[src/rtl/rgb_pixel_packer.sv]
// -----------------------------------------------------------------------------
// rgb_pixel_packer
//
// Output stage behind the ISP top. The ISP emits one colour component per beat
// (RED, GREEN, BLUE, in that order). This block gathers each R,G,B triplet into
// one 24-bit {R,G,B} word and queues it in a small FIFO. A valid/ready master
// port hands the queued words to the frame writer. The block also flags
// components that arrive out of order and packed words that are lost because
// the FIFO is full.
//
// Ports
//   clk          in   1      clock, rising edge
//   rst_n        in   1      asynchronous reset, active low
//   pixel_in     in   8      component value
//   valid_in     in   1      component beat valid; upstream cannot be stalled
//   color_in     in   2      component colour (RED/GREEN/BLUE/VOID)
//   last_col_in  in   1      component belongs to the last column of a row
//   last_pic_in  in   1      component belongs to the last pixel of the frame
//   clear_err    in   1      synchronous pulse; clears seq_err and overflow
//   m_data       out  24     {R,G,B} word at the FIFO head (0 while empty)
//   m_last_col   out  1      head word ends a row
//   m_last_pic   out  1      head word ends the frame
//   m_valid      out  1      FIFO not empty
//   m_ready      in   1      consumer takes the head when m_valid & m_ready
//   frame_done   out  1      1-cycle pulse after the last_pic word is popped
//   pix_count    out  CNT_W  words popped in the current frame, saturating
//   seq_err      out  1      sticky: a component arrived out of order
//   overflow     out  1      sticky: a packed word was dropped on a full FIFO
//
// Colour encoding: RED=0, GREEN=1, BLUE=2, VOID=3.
//
// Assembler states
//   state | meaning
//   EXP_R | waiting for the RED component of a new triplet
//   EXP_G | RED held, waiting for GREEN
//   EXP_B | RED and GREEN held, waiting for BLUE
// -----------------------------------------------------------------------------
module rgb_pixel_packer #(
  parameter int FIFO_DEPTH = 8,
  parameter int CNT_W      = 16
) (
  input  logic             clk,
  input  logic             rst_n,
  input  logic [7:0]       pixel_in,
  input  logic             valid_in,
  input  logic [1:0]       color_in,
  input  logic             last_col_in,
  input  logic             last_pic_in,
  input  logic             clear_err,
  output logic [23:0]      m_data,
  output logic             m_last_col,
  output logic             m_last_pic,
  output logic             m_valid,
  input  logic             m_ready,
  output logic             frame_done,
  output logic [CNT_W-1:0] pix_count,
  output logic             seq_err,
  output logic             overflow
);

  localparam logic [1:0] COLOR_RED   = 2'd0;
  localparam logic [1:0] COLOR_GREEN = 2'd1;
  localparam logic [1:0] COLOR_BLUE  = 2'd2;
  localparam logic [1:0] COLOR_VOID  = 2'd3;

  localparam int AW = $clog2(FIFO_DEPTH);

  localparam logic [AW:0]      PTR_ONE = {{AW{1'b0}}, 1'b1};
  localparam logic [CNT_W-1:0] CNT_ONE = {{(CNT_W-1){1'b0}}, 1'b1};

  typedef enum logic [1:0] {
    EXP_R = 2'd0,
    EXP_G = 2'd1,
    EXP_B = 2'd2
  } state_t;

  // ---------------------------------------------------------------------------
  // Triplet assembler
  // ---------------------------------------------------------------------------
  state_t      r_state;
  state_t      w_state_nxt;
  logic [7:0]  r_red;
  logic [7:0]  r_green;
  logic        r_col_acc;
  logic        r_pic_acc;

  logic        w_beat;
  logic        w_ld_r;
  logic        w_ld_g;
  logic        w_push_req;
  logic        w_ord_err;
  logic [25:0] w_word;

  assign w_beat = valid_in && (color_in != COLOR_VOID);

  always_comb begin
    w_state_nxt = r_state;
    w_ld_r      = 1'b0;
    w_ld_g      = 1'b0;
    w_push_req  = 1'b0;
    w_ord_err   = 1'b0;
    if (w_beat) begin
      case (r_state)
        EXP_R: begin
          if (color_in == COLOR_RED) begin
            w_ld_r      = 1'b1;
            w_state_nxt = EXP_G;
          end else begin
            w_ord_err   = 1'b1;
            w_state_nxt = EXP_R;
          end
        end
        EXP_G: begin
          if (color_in == COLOR_GREEN) begin
            w_ld_g      = 1'b1;
            w_state_nxt = EXP_B;
          end else if (color_in == COLOR_RED) begin
            // A stray RED restarts the triplet with itself as the new R.
            w_ord_err   = 1'b1;
            w_ld_r      = 1'b1;
            w_state_nxt = EXP_G;
          end else begin
            w_ord_err   = 1'b1;
            w_state_nxt = EXP_R;
          end
        end
        EXP_B: begin
          if (color_in == COLOR_BLUE) begin
            w_push_req  = 1'b1;
            w_state_nxt = EXP_R;
          end else if (color_in == COLOR_RED) begin
            w_ord_err   = 1'b1;
            w_ld_r      = 1'b1;
            w_state_nxt = EXP_G;
          end else begin
            w_ord_err   = 1'b1;
            w_state_nxt = EXP_R;
          end
        end
        default: begin
          w_state_nxt = EXP_R;
        end
      endcase
    end
  end

  always_ff @(posedge clk or negedge rst_n) begin
    if (!rst_n) begin
      r_state   <= EXP_R;
      r_red     <= 8'd0;
      r_green   <= 8'd0;
      r_col_acc <= 1'b0;
      r_pic_acc <= 1'b0;
    end else begin
      r_state <= w_state_nxt;
      // Loading R starts a fresh triplet, so the flags restart from this beat.
      if (w_ld_r) begin
        r_red     <= pixel_in;
        r_col_acc <= last_col_in;
        r_pic_acc <= last_pic_in;
      end
      if (w_ld_g) begin
        r_green   <= pixel_in;
        r_col_acc <= r_col_acc | last_col_in;
        r_pic_acc <= r_pic_acc | last_pic_in;
      end
    end
  end

  // BLUE is never registered: it goes straight into the FIFO entry together
  // with the held R and G.
  assign w_word = {r_red, r_green, pixel_in,
                   r_col_acc | last_col_in,
                   r_pic_acc | last_pic_in};

  // ---------------------------------------------------------------------------
  // Packed-word FIFO
  // ---------------------------------------------------------------------------
  logic [25:0] r_mem [FIFO_DEPTH];
  logic [AW:0] r_wr_ptr;
  logic [AW:0] r_rd_ptr;

  logic        w_empty;
  logic        w_full;
  logic        w_pop;
  logic        w_push;
  logic        w_drop;
  logic [25:0] w_head;

  assign w_empty = (r_wr_ptr == r_rd_ptr);
  assign w_full  = (r_wr_ptr[AW] != r_rd_ptr[AW]) &&
                   (r_wr_ptr[AW-1:0] == r_rd_ptr[AW-1:0]);
  assign w_pop   = !w_empty && m_ready;
  // A pop in the same cycle frees the slot the push needs.
  assign w_push  = w_push_req && (!w_full || w_pop);
  assign w_drop  = w_push_req && w_full && !w_pop;
  assign w_head  = r_mem[r_rd_ptr[AW-1:0]];

  always_ff @(posedge clk) begin
    if (w_push) begin
      r_mem[r_wr_ptr[AW-1:0]] <= w_word;
    end
  end

  always_ff @(posedge clk or negedge rst_n) begin
    if (!rst_n) begin
      r_wr_ptr <= '0;
      r_rd_ptr <= '0;
    end else begin
      if (w_push) begin
        r_wr_ptr <= r_wr_ptr + PTR_ONE;
      end
      if (w_pop) begin
        r_rd_ptr <= r_rd_ptr + PTR_ONE;
      end
    end
  end

  // Head fields are masked while empty so the port never shows stale words.
  assign m_valid    = !w_empty;
  assign m_data     = m_valid ? w_head[25:2] : 24'd0;
  assign m_last_col = m_valid & w_head[1];
  assign m_last_pic = m_valid & w_head[0];

  // ---------------------------------------------------------------------------
  // Frame accounting and sticky status
  // ---------------------------------------------------------------------------
  logic [CNT_W-1:0] r_pix_count;
  logic             r_frame_done;
  logic             r_seq_err;
  logic             r_overflow;

  always_ff @(posedge clk or negedge rst_n) begin
    if (!rst_n) begin
      r_pix_count  <= '0;
      r_frame_done <= 1'b0;
    end else begin
      r_frame_done <= w_pop && w_head[0];
      if (w_pop) begin
        if (w_head[0]) begin
          r_pix_count <= '0;
        end else if (r_pix_count != '1) begin
          r_pix_count <= r_pix_count + CNT_ONE;
        end
      end
    end
  end

  // A new error in the same cycle as clear_err takes priority.
  always_ff @(posedge clk or negedge rst_n) begin
    if (!rst_n) begin
      r_seq_err  <= 1'b0;
      r_overflow <= 1'b0;
    end else begin
      if (w_ord_err) begin
        r_seq_err <= 1'b1;
      end else if (clear_err) begin
        r_seq_err <= 1'b0;
      end
      if (w_drop) begin
        r_overflow <= 1'b1;
      end else if (clear_err) begin
        r_overflow <= 1'b0;
      end
    end
  end

  assign pix_count  = r_pix_count;
  assign frame_done = r_frame_done;
  assign seq_err    = r_seq_err;
  assign overflow   = r_overflow;

endmodule

[config.mk]
export PLATFORM = sky130hd
export DESIGN_NAME = rgb_pixel_packer
export DESIGN_NICKNAME = d
export VERILOG_FILES = /design/src/rtl/rgb_pixel_packer.sv
export SDC_FILE = /design/constraint.sdc
export NUM_CORES = 1
export LEC_CHECK = 0
export ABC_AREA = 1
export BUFFER_PORTS_ARGS = -buffer_cell sky130_fd_sc_hd__buf_4
export CORE_MARGIN = 2
export CORE_UTILIZATION = 51
export DETAILED_ROUTE_END_ITERATION = 12
export GPL_TIMING_DRIVEN = 1
export PLACE_DENSITY = 0.8
export SLEW_MARGIN = 20
export SYNTH_ARGS = -nofsm -noshare
export SYNTH_HDL_FRONTEND = slang
export SYNTH_SLANG_ARGS = --single-unit
[constraint.sdc]
create_clock -name clk -period 4.15 [get_ports clk]
set_input_delay 1.0375 -clock clk [delete_from_list [all_inputs] [get_ports clk]]
set_output_delay 1.0375 -clock clk [all_outputs]
set_load 0.02 [all_outputs]
==> results of run 1 <==
-- worst min path at each step --
stage | endpoint | from | slack (ns) | cells after the start
final | r_col_acc | r_col_acc | 0.48 | 2
after global routing | r_col_acc | r_col_acc | 0.49 | 2
after CTS | r_col_acc | r_col_acc | 0.48 | 2
after detailed placement | r_col_acc | r_col_acc | 0.47 | 2
after global placement | r_pic_acc | r_pic_acc | 0.45 | 2
after floorplan | r_col_acc | r_col_acc | 0.44 | 2
-- metrics by stage --
step | instances | power [mW] | hold slack [ns] | util | area, um2
after floorplan | 962 | 5.08 | 0.441 | - | 10700
after global placement | 1263 | 6.02 | 0.454 | 0.560 | 11400
after detailed placement | 1263 | 6.11 | 0.466 | 0.560 | 11400
after CTS | 1309 | 8.34 | 0.479 | 0.601 | 12300
after global routing | 1309 | 8.75 | 0.492 | 0.601 | 12300
final | 1309 | 8.32 | 0.480 | 0.601 | 12300
-- layout by cell type, fill, tap and decap left out, types with 2 or more instances in the layout --
cell and n:
clkbuf_16 25, nor3_2 5, inv_1 38, xnor2_1 2, inv_2 6, buf_12 2
nand2_1 158, clkinv_1 2, clkbuf_8 6, nand4_1 9, clkbuf_1 4, o22ai_1 51
nand3_1 39, nor2_1 179, o21ai_1 12, dfrtp_1 46, nand4_2 2, clkinv_2 3
edfxtp_1 208, buf_4 78, nor2_4 2, nor2_2 7, clkinvlp_4 3, ha_1 3
xor2_1 11, or2_2 2, nand2_2 3, o21ai_0 123
-- metal layers --
layer / vias up / GRT usage
met5: - / 0
met4: 0 / 0.0833
met3: 57 / 0.0373
met2: 327 / 0.370
met1: 3721 / 0.312
li1: 3476 / -
-- cell families (layout without fill, tap and decap cells) --
kind of cell    after synthesis  count (layout)  share of synthesized area
simple gates                410             410                      0.159
xor+xnor                     13              13                     0.0106
fa+ha+maj                     3               3                    0.00351
compound gates              188             188                     0.0942
flops                       255             255                      0.694
buf+inv                      93             170                     0.0384
-- layout make-up --
| cell class | instances | area (um2) |
|---|---|---|
| Fill cell | 1593 | 8160 |
| Clock inverter | 11 | 104 |
| Sequential cell | 255 | 7420 |
| Multi-Input combinational cell | 614 | 2890 |
| Clock buffer | 35 | 723 |
| Tap cell | 270 | 338 |
| Timing Repair Buffer | 80 | 626 |
| Inverter | 44 | 165 |
-- flip-flops by register name, indices dropped and copies added, names as in the netlist --
signal and cells:
frame_done 1, overflow 1, pix_count 16, r_col_acc 1, r_green 8, r_mem 208, r_pic_acc 1, r_rd_ptr 4
r_red 8, r_state 2, r_wr_ptr 4, seq_err 1
-- power groups by stage --
stage                     clock network (mW)  logic (mW)  registers [mW]
after floorplan                            0        1.94            3.14
after global placement                     0        2.82            3.20
after detailed placement                   0        2.89            3.22
after CTS                               2.26        2.91            3.17
after global routing                    2.37        3.20            3.19
final                                   2.24        2.91            3.17
-- worst reg2reg max path: stages, from the launching register on --
cell	delay (ns)
dfrtp_1	0.78
inv_2	0.07
buf_4	0.28
nand2_1	0.12
nand2_1	0.08
nand2_1	0.07
nor2_1	0.06
nor2_1	0.54
nand2_2	0.40
nand2_1	0.25
nand2_1	0.07
nand2_1	0.06
==> results.tsv, run 1 <==
metric	value	unit
clkPwrFrac	0.269	
clockBufferDepth	3	
hold_buffers	0	
rows	52	
power_density	678	nW/um2
grt_pass1_wl	39400	um
cts_setup_buffers	0	
grt_pass1_vias	7548	
yosysMostFrequentCell	edfxtp_1	
syn_area	10700	um2
ctsResizeCount	0	
top_layer_used	met4	
synth_top_cell_by_area	edfxtp_1	
ys_seq_area_frac	0.694	
swShare	0.372	
hpwl	13800	um
setup_viol	0	
cp-startpoint	r_rd_ptr[0]	
num_antenna_cells	0	
die_w	149	um
cts_root_buffer	clkbuf_16	
first_iter_violations	855	
dieArea	22100	um2
synth_edf_count	208	
cts-buffers-inserted	25	
grt_overflow	0	
hold_violations	0	
portBuffers	62	
cts.sinks	255	
die_y	149	um
htree_levels	1	
crit_fanout	50	
grt_max_degree	95	
cts_tree	yes	
wl_met1	10300	um
p_leak	4.67	nW
core-area	20400	um2
synth.net_count	982	
synth_top_area_frac	0.584	
fin_ws	0.464	ns
gp_congestion	0.792	
worstSetupPathType	reg -> out	
p_comb_frac	0.350	
max_stage_delay	0.55	ns
max_freq	271	MHz
synth_flop_cell	edfxtp_1	
async_reset_ff_frac	0.184	
wl	24700	um
io_pins	63	
vdd_drop_max	0.402	mV
outcome	finished clean	
grt_setup_unrepaired	false	
netlist_instances	962	
wl_met2	12000	um
finalNetCount	1040	
setup_tns	0	ns
slew_headroom	0.530	
wl_met3	1770	um
initial_core_util	0.523	
final_antenna_net_count	0	
max_slew.worst_pin.slew	0.702	ns
crit_path_end	m_data[23]	
drc	0	
p_int	5.22	mW
r2r_end	pix_count[11]	
dr.pass1.iters	5	
hp-class	reg -> reg	
skew	0.0235	ns
wl_per_cell	18.9	um
drive_gt1_frac	0.144	
net-switching-power	3.10	mW
cp_data_required_time	3.11	ns
endpoint_kind	output pin	
synth-seq-cells	255	
grt_usage	0.227	
arrival	2.65	ns
finalCritPeriodShare	0.888	
cp_top_family	buffers and inverters	
cp_cell_sequence	inv_2, buf_4, o21ai_0, o22ai_1, nor2_1, nor2_1, buf_4	
seq_power_share	0.381	
path_depth	7	
slew_viol_final	0	
synth_common_cells	edfxtp_1, nor2_1, nand2_1, o21ai_0, o22ai_1	
worst_path_max_delay_cell	dfrtp_2	
clk_pin_slew	0.06	ns
synth.distinct_cells	32	
min_period	3.69	ns
yosysWarnings	0	
pre_cts_slack	1.11	ns
clk_latency	0.54	ns
worst_setup_path_start_kind	flop	
reg2reg_depth	11	
viasPerCell	5.79	
max_cap_violations	0	
antenna_found_initial	0	
rr_startpoint	r_rd_ptr[2]	
ff2ff_setup_slack	1.30	ns
syn-mean-instance-area	11.1	um2
synth_area_leaders	edfxtp_1, dfrtp_1, nor2_1, o21ai_0, nand2_1	
area_delta_synth_final	14.7	%
num_vias	7581	
cp_num_buf_inv	3	
(Power assumes the default switching activity.)
==> run 2, diff against run 1 <==
--- a/config.mk
+++ b/config.mk
@@ -7,11 +7,12 @@
 export LEC_CHECK = 0
 export ABC_AREA = 1
 export BUFFER_PORTS_ARGS = -buffer_cell sky130_fd_sc_hd__buf_4
+export CAP_MARGIN = 20
 export CORE_MARGIN = 2
-export CORE_UTILIZATION = 51
+export CORE_UTILIZATION = 48
 export DETAILED_ROUTE_END_ITERATION = 12
 export GPL_TIMING_DRIVEN = 1
-export PLACE_DENSITY = 0.8
+export PLACE_DENSITY = 0.76
 export SLEW_MARGIN = 20
 export SYNTH_ARGS = -nofsm -noshare
 export SYNTH_HDL_FRONTEND = slang
==> run 2 against run 1 <==
  * Wire length down 5.9%
  * Register-to-register slack gained 0.16 ns
  * Fmax is 2.3% higher
  * Flip-flop and latch count unchanged
  * Cell count grew 0.92%
  * Worst hold slack got worse by 0.0043 ns
  * Core utilization fell by 3.6 points
  * Sequential power about the same
  * Power up 0.42%
  * Global-route usage shrank 2.9 points
  * Design area grew 0.50%
  * Critical path type unchanged
  * Critical endpoint is now m_last_col
  * Largest cell class unchanged
  * Largest power group unchanged
==> results.tsv, run 2 (synthesis gave the netlist of run 1 again) <==
metric	value	unit	change
outcome	finished clean		
crit_fanout	36		-28%
multiInputGateArea	2890	um2	unchanged
grt_overflow	0		unchanged
final_util	0.565		-0.0355
die_w	153	um	+3.0%
drc	0		unchanged
nFillCells	1737		+9.0%
cts_root_buffer	clkbuf_16		
worstSetupPathType	reg -> out		
finalNetCount	1041		+0.096%
slew_headroom	0.479		-0.0509
min_period	3.60	ns	-0.0813 ns
area_delta_synth_final	15.3	%	
rows	54		+3.8%
pre_cts_slack	1.06	ns	-0.0466 ns
layout_common_cells	edfxtp_1, nor2_1, nand2_1		
grt_max_degree	57		-40%
slew_viol_final	0		unchanged
skew	0.0317	ns	+0.00815 ns
dieArea	23500	um2	+6.1%
layout_commonest_cell	edfxtp_1		
grt_setup_unrepaired	false		
hp-class	reg -> reg		
cts-buffers-inserted	26		+4.0%
setup_viol	0		unchanged
worst_setup_path_start_kind	flop		
hold_buffers	0		unchanged
hold_path_end	r_pic_acc		
cp_data_required_time	3.11	ns	about the same
vdd_drop_max	0.489	mV	+22%
first_iter_violations	802		-6.2%
drive_gt1_frac	0.146		+0.00164
reg2reg_depth	9		-2
io_pins	63		unchanged
portBuffers	62		unchanged
cts_setup_buffers	0		unchanged
hpwl	13400	um	-2.6%
ff2ff_setup_slack	1.46	ns	+0.16 ns
clk_pin_slew	0.06	ns	about the same
max_cap_violations	0		unchanged
hold_violations	0		unchanged
arrival	2.57	ns	-0.08 ns
grt_pass1_wl	37200	um	-5.5%
antenna_found_initial	0		unchanged
fin_cells	1321		+0.92%
htree_levels	1		unchanged
setup_tns	0	ns	unchanged
wl	23300	um	-5.9%
placed_cells	1273		+0.79%
num_vias	7310		-3.6%
max_freq	277	MHz	+2.3%
fin_ws	0.546	ns	+0.0813 ns
clk_latency	0.54	ns	about the same
dr.pass1.iters	5		unchanged
cts.sinks	255		unchanged
die_y	153	um	+3.0%
worstHoldStart	r_pic_acc		
r2r_end	r_mem[5][21]		
cts_tree	yes		
clockBufferDepth	3		unchanged
finalCritPeriodShare	0.868		-0.0196
viasPerCell	5.53		-4.5%
core-area	21800	um2	+6.8%
layout.area.seq	7420	um2	unchanged
grt_pass1_vias	6989		-7.4%
endpoint_kind	output pin		
whs_path_depth	2		unchanged
p_leak	4.69	nW	+0.46%
gp_congestion	0.835		+5.5%
num_antenna_cells	0		unchanged
final_antenna_net_count	0		unchanged
largest_register_ffs	208		unchanged
grt_usage	0.198		-0.0288
rr_startpoint	r_rd_ptr[0]		
initial_core_util	0.490		-0.0334
ctsResizeCount	0		unchanged
max_slew.worst_pin.slew	0.778	ns	+0.0761 ns
wl_per_cell	17.6	um	-6.7%
power_density	677	nW/um2	about the same
[run 2: changes by cell type in the layout (fill, tap and decap cells not counted), sizes merged]
cell      before  now
clkbuf        35   28
clkinvlp       3    4
inv           45   44
bufinv         1    4
clkinv         6   12
[run 2: critical path, stage by stage (launching register included)]
cell and delay [ns]:
dfrtp_2 0.55, inv_2 0.12, buf_4 0.35, nand2_1 0.10, nand2_1 0.11, nor2_4 0.06
nand2_4 0.27, o21ai_0 0.15, nor2_1 0.16, buf_4 0.17
[run 2: through the flow]
stage          instance area (um2)  hold slack (ns)  total power, mW
2_1_floorplan                10700            0.441             5.08
3_3_place_gp                 11400            0.456             5.99
3_5_place_dp                 11400            0.458             6.05
4_1_cts                      12300            0.475             8.41
5_1_grt                      12300            0.495             8.85
6_report                     12300            0.476             8.35
[run 2: worst max path at each step]
stage / start / end / slack [ns]
CTS: r_rd_ptr[0] / m_last_col / 0.51
global placement: r_rd_ptr[0] / m_last_col / 1.12
floorplan: color_in[1] / r_mem[4][0] / 0.24
finish: r_rd_ptr[0] / m_last_col / 0.55
detailed placement: r_rd_ptr[0] / m_last_col / 1.06
global route: r_rd_ptr[0] / m_data[7] / 0.32
[run 2: final cells by class]
cell class              instances  area share
inverters                      44      0.0134
clock buffers                  28      0.0534
repair buffers                 80      0.0497
well taps                     280      0.0284
clock inverters                20      0.0187
flip-flops and latches        255       0.602
multi-input cells             614       0.234
[run 2: power by group]
group	total (mW)	internal (mW)	switching [mW]	leakage, nW
clock network	2.37	1.41	0.960	0.425
logic	2.83	0.956	1.87	1.77
registers	3.16	2.96	0.196	2.50
total	8.35	5.32	3.03	4.69
[run 2: metal layers]
metal,global-route usage,wire (um),up-vias
met2,0.340,11500,248
met4,0.0569,491,0
met3,0.0278,1460,45
met5,0,0,-
met1,0.265,9840,3539
li1,-,-,3478
